**config.mk**
```make
export PLATFORM = sky130hd
export DESIGN_NAME = sd_audio_dac
export DESIGN_NICKNAME = d
export VERILOG_FILES = /design/src/rtl/sd_audio_dac.sv
export SDC_FILE = /design/constraint.sdc
export NUM_CORES = 1
export LEC_CHECK = 0
export CAP_MARGIN = 0
export CELL_PAD_IN_SITES_DETAIL_PLACEMENT = 1
export CELL_PAD_IN_SITES_GLOBAL_PLACEMENT = 1
export CORE_MARGIN = 2
export CORE_UTILIZATION = 46
export CTS_CLUSTER_DIAMETER = 120
export DETAILED_ROUTE_END_ITERATION = 6
export PLACE_DENSITY_LB_ADDON = 0.15
export REMOVE_ABC_BUFFERS = 1
export SETUP_SLACK_MARGIN = 0.5
export SLEW_MARGIN = 20
export SYNTH_ARGS = -nofsm -noshare
export SYNTH_HDL_FRONTEND = slang
export SYNTH_SLANG_ARGS = --single-unit
```
**constraint.sdc**
```tcl
create_clock -name clk -period 3.2 [get_ports clk]
set_clock_uncertainty 0.15 [all_clocks]
set_input_delay 0.32 -clock clk [delete_from_list [all_inputs] [get_ports clk]]
set_output_delay 0.32 -clock clk [all_outputs]
set_load 0.005 [all_outputs]
```
**src/rtl/sd_audio_dac.sv**
```systemverilog
// Multi-channel sigma-delta audio DAC: double-buffered PCM frames in, one
// pulse-density bit per channel out, first- or second-order modulation.
module sd_audio_dac #(
  parameter int CHANNELS = 2,
  parameter int BITS     = 8,
  parameter int ORDER    = 1,
  parameter int SIGNED   = 0,
  parameter int RATE_DIV = 1024
) (
  input  logic                     clk,
  input  logic                     rst_n,
  input  logic                     en,
  input  logic                     mute,
  input  logic [CHANNELS*BITS-1:0] s_data,
  input  logic                     s_valid,
  output logic                     s_ready,
  output logic                     tick,
  output logic                     underrun,
  output logic [CHANNELS-1:0]      dout
);

  localparam int DW = $clog2(RATE_DIV);
  localparam logic [BITS-1:0] MID = BITS'(1) << (BITS - 1);

  logic [DW-1:0]            div_cnt_q, div_cnt_d;
  logic                     pend_full_q, pend_full_d;
  logic [CHANNELS*BITS-1:0] pend_q, pend_d;
  logic [CHANNELS*BITS-1:0] active_q, active_d;
  logic                     tick_q, tick_d;
  logic                     underrun_q, underrun_d;
  logic [CHANNELS-1:0]      dout_q, dout_d;
  logic                     tick_now;
  logic                     accept;

  // Handshake: a frame transfers on any cycle where s_valid && s_ready;
  // s_ready opens when the pending slot is empty or is being drained this cycle.
  assign tick_now = en && (div_cnt_q == DW'(RATE_DIV - 1));
  assign s_ready  = !pend_full_q || tick_now;
  assign accept   = s_valid && s_ready;

  assign tick     = tick_q;
  assign underrun = underrun_q;
  assign dout     = dout_q;

  always_comb begin
    div_cnt_d   = div_cnt_q;
    pend_d      = pend_q;
    pend_full_d = pend_full_q;
    active_d    = active_q;
    if (en) div_cnt_d = tick_now ? '0 : div_cnt_q + DW'(1);
    if (tick_now && pend_full_q) begin
      active_d    = pend_q;
      pend_full_d = 1'b0;
    end
    // An accept on the draining tick refills the slot immediately.
    if (accept) begin
      pend_d      = s_data;
      pend_full_d = 1'b1;
    end
    tick_d     = tick_now;
    underrun_d = tick_now && !pend_full_q;
  end

  always_ff @(posedge clk) begin
    if (!rst_n) begin
      div_cnt_q   <= '0;
      pend_full_q <= 1'b0;
      pend_q      <= '0;
      active_q    <= '0;
      tick_q      <= 1'b0;
      underrun_q  <= 1'b0;
      dout_q      <= '0;
    end else begin
      div_cnt_q   <= div_cnt_d;
      pend_full_q <= pend_full_d;
      pend_q      <= pend_d;
      active_q    <= active_d;
      tick_q      <= tick_d;
      underrun_q  <= underrun_d;
      dout_q      <= dout_d;
    end
  end

  for (genvar k = 0; k < CHANNELS; k++) begin : g_ch
    logic [BITS-1:0] x, u;
    assign x = active_q[k*BITS +: BITS];
    assign u = mute ? MID : ((SIGNED != 0) ? (x ^ MID) : x);

    if (ORDER == 2) begin : g_o2
      localparam int EW = BITS + 3;
      localparam logic signed [EW-1:0] HALF     = EW'(2 ** (BITS - 1));
      localparam logic signed [EW-1:0] NEG_HALF = -HALF;
      localparam logic signed [EW-1:0] FULL     = EW'(2 ** BITS);

      logic signed [EW-1:0] e1_q, e1_d, e2_q, e2_d, w, e;
      logic                 d;

      always_comb begin
        w = $signed({3'b000, u}) + (e1_q <<< 1) - e2_q;
        d = (w >= HALF);
        e = d ? (w - FULL) : w;
        if (e > HALF) e = HALF;
        else if (e < NEG_HALF) e = NEG_HALF;
        e1_d = en ? e : '0;
        e2_d = en ? e1_q : '0;
      end

      always_ff @(posedge clk) begin
        if (!rst_n) begin
          e1_q <= '0;
          e2_q <= '0;
        end else begin
          e1_q <= e1_d;
          e2_q <= e2_d;
        end
      end

      assign dout_d[k] = en && d;
    end else begin : g_o1
      // Any ORDER other than 2 builds the first-order loop; only 1 and 2 are legal.
      // The carry of the BITS+1 sum is the output bit, so only the low bits are kept.
      logic [BITS-1:0] acc_q, acc_d;
      logic [BITS:0]   sum;

      assign sum   = {1'b0, acc_q} + {1'b0, u};
      assign acc_d = en ? sum[BITS-1:0] : '0;

      always_ff @(posedge clk) begin
        if (!rst_n) acc_q <= '0;
        else        acc_q <= acc_d;
      end

      assign dout_d[k] = en && sum[BITS];
    end
  end

endmodule
```
==> impl_metrics.csv, run 1 <==
group,metric,value,unit
clock_network,cts_buffers,9,
synth,synthTopCellsByArea,"dfxtp_1 (43%), ha_1 (7.2%), mux2i_1 (6.1%), nand2_1 (5.1%), o21ai_0 (4.1%)",
power_and_ir_drop,p_per_area,492,nW/um^2
placement,dpl_cell_area,3250,sq um
placement,port_buffers,25,
clock_network,worstSkewPairLatency,0.35,ns
route,wl_per_cell,15.0,microns
synth,synth_seq_cells,63,
layout,post-route-util,56.3,%
power_and_ir_drop,sw_frac_of_total,20.7,%
sta,max_freq,0.387,GHz
global_routing,grt_max_degree,33,
clock_network,clk_pin_slew_worst_paths,0.07,ns
layout,multiInputGateArea,1570,sq um
sta,maxSlewHeadroom,61.6,%
layout,area_growth,19.7,%
worst_setup_path,crit_slowest_cell,"clkdlybuf4s50_1",
synth,syn_area,2930,sq um
power_and_ir_drop,power.internal,1.37,mW
synth,synth_cell_type_count,44,
power_and_ir_drop,clockPowerShare,47.8,%
sta,slew_violations,0,
global_routing,busiest_layer,"met2",
outcome,status,"finished, final reports clean",
floorplan,start_util,47.0,%
clock_network,cts_setup_buffers,0,
route,drcViolationCount,0,
global_routing,globalRouteMet3Util,3.66,%
worst_setup_path,path_max_fanout,6,
floorplan,die_height,83.9,microns
layout,nFillCells,744,
sta,timing.final.hold_violations,0,
placement,dp_cells,418,
power_and_ir_drop,p_leak,1.50,nW
run,max-cap-violations,0,
layout,final_nets,395,
power_and_ir_drop,switchingPower,0.358,mW
layout,final_layout_size_suffix_gt1_share,8.33,%
clock_network,cts_resized,0,
worst_setup_path,start_kind,"flop",
floorplan,core_area,6240,sq um
clock_network,holdBufCountCts,0,
floorplan,die_w,83.9,microns
synth,synth.avg_cell_area,9.06,sq um
global_routing,met1_usage,25.8,%
global_routing,grt_pass1_wl,11600,microns
sta,worst_pin_slew,0.575,ns
route,wirelength,6550,microns
synth,synth_area_leader_cell,"dfxtp_1",
layout,fin_area,3510,sq um
clock_network,clock_path_buffers,2,
global_routing,grt_pass1_vias,2522,
route,drt_first_pass_iters,4,
floorplan,ios,26,
sta,rsz0062_at_grt,"false",
placement,dp_hpwl,4350,microns
layout,instances_no_fill,437,
sta,setup_viol,0,
worst_setup_path,crit_required,2.73,ns
synth,yosysSeqAreaShare,43.0,%
worst_setup_path,crit_arrival,2.12,ns
global_routing,grtUsageMet2,34.3,%
power_and_ir_drop,vdd_drop_max,0.264,mV
sta,final.setup.tns,0,ns
clock_network,cts_num_sinks,63,
worst_setup_path,endpoint_kind,"primary output",
route,vias_per_cell,5.41,
route,num_vias,2362,
clock_network,cts_max_level,3,
sta,fin_crit_sh,80.8,%
global_routing,antenna_found_initial,0,
power_and_ir_drop,seqPwrFrac,46.7,%
global_routing,track_usage,20.6,%
layout,diodes,0,
clock_network,cts_tree,"done",
synth,yosys.area.top_type_share,43.0,%
route,drt-initial-drc-count,110,
power_and_ir_drop,finalPower,1.73,mW
layout,register_area,1260,sq um
clock_network,root_buffer,"clkbuf_8",
synth,ys.flop_type,"dfxtp_1",
min_path,hold_class,"reg2reg",
worst_setup_path,cp_cell_sequence,"ha_1 > and4_1 > nand4_1 > nand2_1 > clkdlybuf4s50_1",
synth,synth_warnings,0,
floorplan,num_rows,29,
synth,syn_inst,324,
worst_setup_path,crit_type,"reg2out",
global_routing,grt.overflow.total,0,
route,drtAntennaViolNets,0,
sta,post-route-min-period,2.59,ns
placement,gp_congestion,0.836,
floorplan,fp.dieArea,7030,sq um
synth,synth-edff-count,0,
synth,synthArstFlopShare,0,%
power_and_ir_drop,pwr-share-comb,5.5,%
worst_setup_path,max_stage_delay,0.50,ns
[stage by stage]
stage	setup WS, ns	hold slack, ns
floorplan	1.11	0.283
global placement	0.505	0.291
detailed placement	0.428	0.299
CTS	0.500	0.311
global route	0.498	0.340
finish	0.615	0.308
[Yosys cell counts, drive strengths merged, types with 4 or more instances]
cell type and instances:
nand2 41, o21a 4, and3 4, clkbuf 8, inv 10, mux2i 18
buf 5, a211oi 4, a21oi 9, dfxtp 63, nor2 21, nand3 22
o21ai 25, nand4 4, xor2 6, ha 17, nor2b 17, nand2b 7
nor3 6
[kinds of logic after synthesis]
kind of cell,Yosys count,synth area share (%)
buffers and inverters,23,3.58
multiplexers,18,6.14
XOR/XNOR,9,2.69
AND/OR/NAND/NOR,136,23.6
adder cells (fa/ha/maj),19,8.61
flip-flops,63,43.0
AO/OA/AOI/OAI,56,12.4
[registers in the layout, indices dropped and copies added (netlist names)]
name	flops
active_q	16
div_cnt_q	10
dout	2
g_ch.g_o1.acc_q	16
pend_full_q	1
pend_q	16
tick	1
underrun	1
[critical path: cells and delay by family, from the launching register on]
family        cells  cell delay [ns]
simple gates      3             0.69
buf+inv           1             0.50
flops             1             0.37
fa+ha+maj         1             0.20
[layout by cell type (no fill, tap or decap), types with 7 or more instances in the layout]
cell type / Yosys / layout
nor2_1: 21 / 21
buf_4: 2 / 8
o21ai_0: 24 / 24
clkdlybuf4s50_1: 0 / 24
dfxtp_1: 63 / 63
ha_1: 17 / 17
clkbuf_8: 0 / 13
nand2b_1: 7 / 7
inv_1: 10 / 10
mux2i_1: 18 / 18
nor2b_1: 17 / 17
nand3_1: 22 / 22
a21oi_1: 9 / 9
nand2_1: 40 / 40
[final cells by class]
cell class	instances	share of cell area, %
timing repair buffer	33	8.70
tap	77	2.74
sequential	63	35.9
multi-input combinational	238	44.7
clock inverter	2	1.71
inverter	10	1.07
clock buffer	14	5.20
[power groups by stage]
stage | Sequential (mW) | Combinational, mW | Clock [mW]
after floorplan | 0.823 | 0.0374 | 0
after global placement | 0.824 | 0.0916 | 0
after detailed placement | 0.825 | 0.0946 | 0
after CTS | 0.807 | 0.0968 | 0.842
after global routing | 0.808 | 0.107 | 0.882
final | 0.807 | 0.0947 | 0.825
[worst paths after layout]
kind | start | endpoint | slack, ns | depth (start not counted)
worst min register to register | active_q[11] | active_q[11] | 0.31 | 2
worst min-delay path | active_q[11] | active_q[11] | 0.31 | 2
worst max-delay path | div_cnt_q[0] | s_ready | 0.61 | 5
worst max register to register | active_q[0] | dout[0] | 1.10 | 8
[layer usage]
metal | vias to the layer above | routed length, microns
met5 | - | 0
met2 | 27 | 3200
met4 | 0 | 136
met1 | 1128 | 3050
met3 | 11 | 168
li1 | 1196 | -
No activity file was read; power rests on OpenSTA's default activity.
==> inputs of run 2 (changes only) <==
- CORE_UTILIZATION: 46 -> 44
- clock period: 3.2 -> 2.6 ns (I/O delays scaled with it)
==> run 2 against run 1 <==
Register-to-register slack got worse by 0.59 ns; first-iteration DRC count fell by 49%; sequential power rose by 23%; core utilization rose by 0.093 points; via count rose by 1.6%; setup slack got worse by 0.11 ns; die area rose by 4.3%; sequential cell count did not move; largest power group unchanged.
==> impl_metrics.csv, run 2 (synthesized netlist as in run 1, its figures left out) <==
group,metric,value,unit
worst_setup_path,path_max_fanout,3,
worst_setup_path,endpoint_kind,"flop",
clock_network,cts_num_sinks,63,
floorplan,num_rows,29,
layout,final_cell_mix,"dfxtp_1 (60), nand2_1 (40), o21ai_0 (23), nand3_1 (22), clkdlybuf4s50_1 (22)",
sta,max_freq,0.478,GHz
clock_network,worstSkewPairLatency,0.34,ns
placement,port_buffers,25,
sta,post-route-min-period,2.09,ns
layout,fin_area,3600,sq um
power_and_ir_drop,vdd_drop_max,0.319,mV
global_routing,grt_max_degree,51,
global_routing,grt_pass1_vias,2482,
placement,dp_slack,-0.0738,ns
floorplan,start_util,45.9,%
run,max-cap-violations,0,
route,drcViolationCount,0,
layout,diodes,0,
sta,setup_viol,0,
clock_network,root_buffer,"clkbuf_8",
worst_setup_path,crit_required,2.67,ns
sta,fin_crit_sh,80.5,%
layout,final_layout_size_suffix_gt1_share,13.1,%
worst_setup_path,crit_buf_inv,1,
route,drt-initial-drc-count,56,
layout,largestRegisters,"active_q (16), g_ch.g_o1.acc_q (16), pend_q (16)",
power_and_ir_drop,p_per_area,596,nW/um^2
clock_network,clock_path_buffers,2,
route,drt_first_pass_iters,4,
global_routing,antenna_found_initial,0,
worst_setup_path,crit_arrival,2.17,ns
min_path,hold_end,"g_ch[0].g_o1.acc_q[0]",
sta,fin_ws,0.508,ns
sta,slew_violations,0,
worst_setup_path,crit_family,"compound AO/OA/AOI/OAI gates",
placement,dp_cells,425,
worst_setup_path,r2r_start,"active_q[8]",
layout,area_growth,22.6,%
floorplan,die_height,85.7,microns
sta,timing.final.hold_violations,0,
worst_setup_path,crit_slowest_cell,"o31a_1",
global_routing,track_usage,19.9,%
route,drtAntennaViolNets,0,
floorplan,fp.dieArea,7340,sq um
worst_setup_path,regToRegSetupSlack,0.51,ns
floorplan,ios,26,
route,num_vias,2400,
worst_setup_path,crit_type,"reg2reg",
global_routing,grt_pass1_wl,11300,microns
clock_network,holdBufCountCts,0,
sta,maxSlewHeadroom,66.3,%
worst_setup_path,worst_r2r_endpoint,"dout[1]",
min_path,hold_class,"in2reg",
power_and_ir_drop,p_leak,1.53,nW
layout,layout_commonest_cell,"dfxtp_1",
layout,nFillCells,752,
floorplan,die_w,85.7,microns
worst_setup_path,rr_worst_depth,8,
placement,gp_congestion,0.835,
route,wl_per_cell,15.5,microns
placement,dp_hpwl,4820,microns
clock_network,clk_pin_slew_worst_paths,0.06,ns
layout,instances_no_fill,443,
worst_setup_path,crit_top_cell,"o31a_1",
worst_setup_path,start_kind,"flop",
route,vias_per_cell,5.42,
worst_setup_path,max_stage_delay,0.33,ns
global_routing,grt.overflow.total,0,
sta,rsz0062_at_grt,"true",
floorplan,core_area,6390,sq um
layout,final_nets,401,
sta,final.setup.tns,0,ns
min_path,hold_path_depth,2,
route,wirelength,6870,microns
clock_network,cts_tree,"done",
sta,worst_pin_slew,0.505,ns
clock_network,cts_buffers,9,
clock_network,cts_max_level,3,
outcome,status,"finished, final reports clean",
placement,dpl_cell_area,3300,sq um
min_path,min_from,"rst_n",
worst_setup_path,cp_cell_sequence,"nor2b_4 > ha_4 > inv_2 > fa_2 > nor2b_4 > o31a_1 > o31a_1 > o31a_1",
## run 2: cell types whose count changed in the layout (fill, tap and decap cells not counted), sizes merged
cell	change
clkdlybuf4s50	-2
bufinv	+1
buf	+6
dlymetal6s2s	+1
## run 2: power breakdown
part | switching (mW) | total [mW] | internal [mW]
registers | 0.00814 | 0.994 | 0.986
clock network | 0.367 | 1.03 | 0.665
logic | 0.0638 | 0.120 | 0.0558
## run 2: stage by stage
step	hold slack [ns]	utilization (%)	power (mW)
floorplan	0.227	-	1.06
global placement	0.294	51.6	1.13
detailed placement	0.305	51.6	1.14
CTS	0.0867	55.5	2.17
global route	0.105	56.3	2.22
finish	0.0895	56.3	2.14
## run 2: timing repair
action | CTS | global route
resized for setup | 5 | 17
setup endpoints to repair | 11 | 6
pin swaps | 0 | 7
setup buffers | 0 | 2
cloned | 0 | 0
## run 2: worst max path at each step
stage	from	endpoint	slack, ns	depth (start not counted)
global route	active_q[8]	dout[1]	0.44	8
floorplan	div_cnt_q[0]	pend_q[10]	0.51	4
global placement	mute	g_ch[1].g_o1.acc_q[5]	0.05	8
CTS	div_cnt_q[1]	s_ready	0.28	5
detailed placement	mute	dout[0]	-0.07	9
finish	active_q[8]	dout[1]	0.51	8
## run 2: area by class of cell
class	instances	area, sq um	share of cell area, %
multi-input combinational	238	1610	44.8
sequential	63	1260	35.2
timing repair buffer	39	348	9.67
clock buffer	13	149	4.14
tap	77	96.3	2.68
clock inverter	3	90.1	2.50
inverter	10	37.5	1.04
## run 2: worst reg2reg max path, cell delays in order, from the launching register on
cell     delay, ns
dfxtp_2       0.32
nor2b_4       0.12
ha_4          0.16
inv_2         0.05
fa_2          0.23
nor2b_4       0.05
o31a_1        0.33
o31a_1        0.32
o31a_1        0.24
## run 2: per-layer routing
layer / GRT usage [%] / wire, microns / up-vias
met1: 23.3 / 3080 / 1147
met4: 8.80 / 122 / 0
met5: 0 / 0 / -
li1: - / - / 1207
met2: 35.2 / 3480 / 33
met3: 3.85 / 188 / 13
==> inputs of run 3 (changes only) <==
- CORE_UTILIZATION: 44 -> 39
- clock period: 2.6 -> 1.8 ns (I/O delays scaled with it)
==> run 3 against run 2 <==
The flow now finishes with violations (setup timing); clock power barely moved; register-to-register slack lost 0.80 ns; wire length increased by 61%; die area is 12% higher; sequential power grew 45%; power rose by 29%; via count grew 17%; count of clock-buffer cells in the layout decreased by 1; critical path type unchanged.
==> impl_metrics.csv, run 3 (synthesized netlist as in run 1, its figures left out) <==
group,metric,value,unit
clock_network,cts_num_sinks,63,
floorplan,num_rows,31,
power_and_ir_drop,p_per_area,592,nW/um^2
outcome,status,"finished, violations left",
clock_network,holdBufCountCts,0,
clock_network,root_buffer,"clkbuf_8",
sta,fin_ws,-0.289,ns
sta,maxSlewHeadroom,66.3,%
clock_network,cts_max_level,3,
floorplan,ios,26,
worst_setup_path,path_max_fanout,3,
placement,gp_congestion,0.796,
layout,largestRegisters,"active_q (16), g_ch.g_o1.acc_q (16), pend_q (16)",
route,wirelength,11100,microns
worst_setup_path,rr_worst_depth,8,
power_and_ir_drop,finalPower,2.77,mW
sta,slew_violations,0,
floorplan,fp.dieArea,8230,sq um
layout,register_area,1280,sq um
worst_setup_path,crit_required,1.83,ns
clock_network,clock_path_buffers,2,
route,num_vias,2817,
min_path,hold_class,"in2reg",
layout,nFillCells,777,
global_routing,antenna_found_initial,0,
worst_setup_path,crit_slowest_cell,"fa_2",
sta,max_freq,0.479,GHz
layout,layout_commonest_cell,"dfxtp_1",
worst_setup_path,crit_buf_inv,1,
global_routing,track_usage,22.4,%
layout,final_layout_size_suffix_gt1_share,44.2,%
floorplan,die_height,90.7,microns
worst_setup_path,cp_cell_sequence,"nor2b_4 > ha_4 > inv_2 > fa_2 > nor2b_4 > o21a_4 > o21a_1 > o211ai_1",
route,wl_per_cell,21.3,microns
route,wl_met3,329,microns
sta,setup_viol,9,
worst_setup_path,crit_family,"adder cells",
route,highest_layer,"met4",
global_routing,grt_pass1_vias,2950,
layout,multiInputGateArea,2120,sq um
clock_network,cts_buffers,9,
global_routing,grt_max_degree,31,
layout,final_nets,458,
power_and_ir_drop,p_leak,1.93,nW
route,drcViolationCount,0,
placement,port_buffers,25,
power_and_ir_drop,vdd_drop_max,0.351,mV
route,wl_met1,4550,microns
clock_network,clk_pin_slew_worst_paths,0.07,ns
global_routing,grt.overflow.total,0,
placement,dp_slack,-0.673,ns
outcome,violations,"setup timing",
sta,rsz0062_at_grt,"true",
sta,post-route-min-period,2.09,ns
route,drt_first_pass_iters,4,
placement,dp_hpwl,4920,microns
layout,final_cell_mix,"dfxtp_1 (51), buf_4 (40), nand2_1 (39), buf_6 (22)",
floorplan,start_util,40.5,%
global_routing,grt_pass1_wl,14500,microns
min_path,hold_path_depth,2,
layout,diodes,0,
route,drtAntennaViolNets,0,
route,vias_per_cell,5.42,
run,max-cap-violations,0,
floorplan,core_area,7250,sq um
worst_setup_path,start_kind,"flop",
worst_setup_path,crit_top_cell,"nor2b_4",
worst_setup_path,crit_cells,8,
clock_network,cts_tree,"done",
floorplan,die_w,90.7,microns
worst_setup_path,max_stage_delay,0.39,ns
sta,worst_pin_slew,0.506,ns
route,met2WireLength,5680,microns
worst_setup_path,endpoint_kind,"flop",
worst_setup_path,crit_arrival,2.12,ns
clock_network,worstSkewPairLatency,0.35,ns
sta,timing.final.hold_violations,0,
route,drt-initial-drc-count,82,
layout,area_growth,59.3,%
sta,fin_crit_sh,116,%
worst_setup_path,crit_type,"reg2reg",
[run 3: cell count changes in the layout (fill, tap and decap cells not counted), sizes merged, moves of 2 or more]
| cell | change |
|---|---|
| buf | +57 |
| clkdlybuf4s50 | -4 |
| dlygate4sd2 | +4 |
| bufinv | -3 |
| clkinv | +2 |
[run 3: repair_timing]
item,4_1_cts,5_1_grt
gates cloned,5,0
gates resized for setup,128,65
endpoints found under the setup margin,66,62
buffers inserted,13,14
pin swaps,54,30
[run 3: final cells by class]
class	count	share of cell area (%)
Multi-Input combinational cell	238	45.4
Timing Repair Buffer	96	20.7
Tap cell	99	2.65
Inverter	10	0.803
Clock inverter	2	0.214
Sequential cell	63	27.3
Clock buffer	12	2.89
[run 3: metal layers]
metal / vias up / global-route usage (%)
li1: 1326 / -
met1: 1389 / 27.0
met2: 67 / 40.0
met3: 35 / 3.01
met4: 0 / 8.97
met5: - / 0
[run 3: stage by stage]
step | std cells | hold slack [ns] | setup TNS [ns] | area [sq um] | utilization [%]
after floorplan | 311 | 0.147 | -4.43 | 2870 | -
after global placement | 474 | 0.295 | -10.57 | 3540 | 48.8
after detailed placement | 474 | 0.305 | -11.64 | 3540 | 48.8
after CTS | 506 | 0.0117 | -0.668 | 4260 | 58.7
after global routing | 520 | 0.0510 | -3.27 | 4670 | 64.4
final | 520 | 0.0429 | -1.28 | 4670 | 64.4
[run 3: final timing paths]
kind	end	start	slack, ns
setup / recovery	g_ch[0].g_o1.acc_q[6]	active_q[0]	-0.29
hold / removal	g_ch[0].g_o1.acc_q[0]	rst_n	0.04
setup reg to reg	g_ch[0].g_o1.acc_q[6]	active_q[0]	-0.29
hold reg to reg	active_q[14]	active_q[14]	0.31
[run 3: where the power goes]
part           switching [mW]  internal (mW)  leakage, nW
Sequential             0.0143           1.42        0.517
Combinational           0.160          0.153         1.34
Clock                   0.537          0.481       0.0761
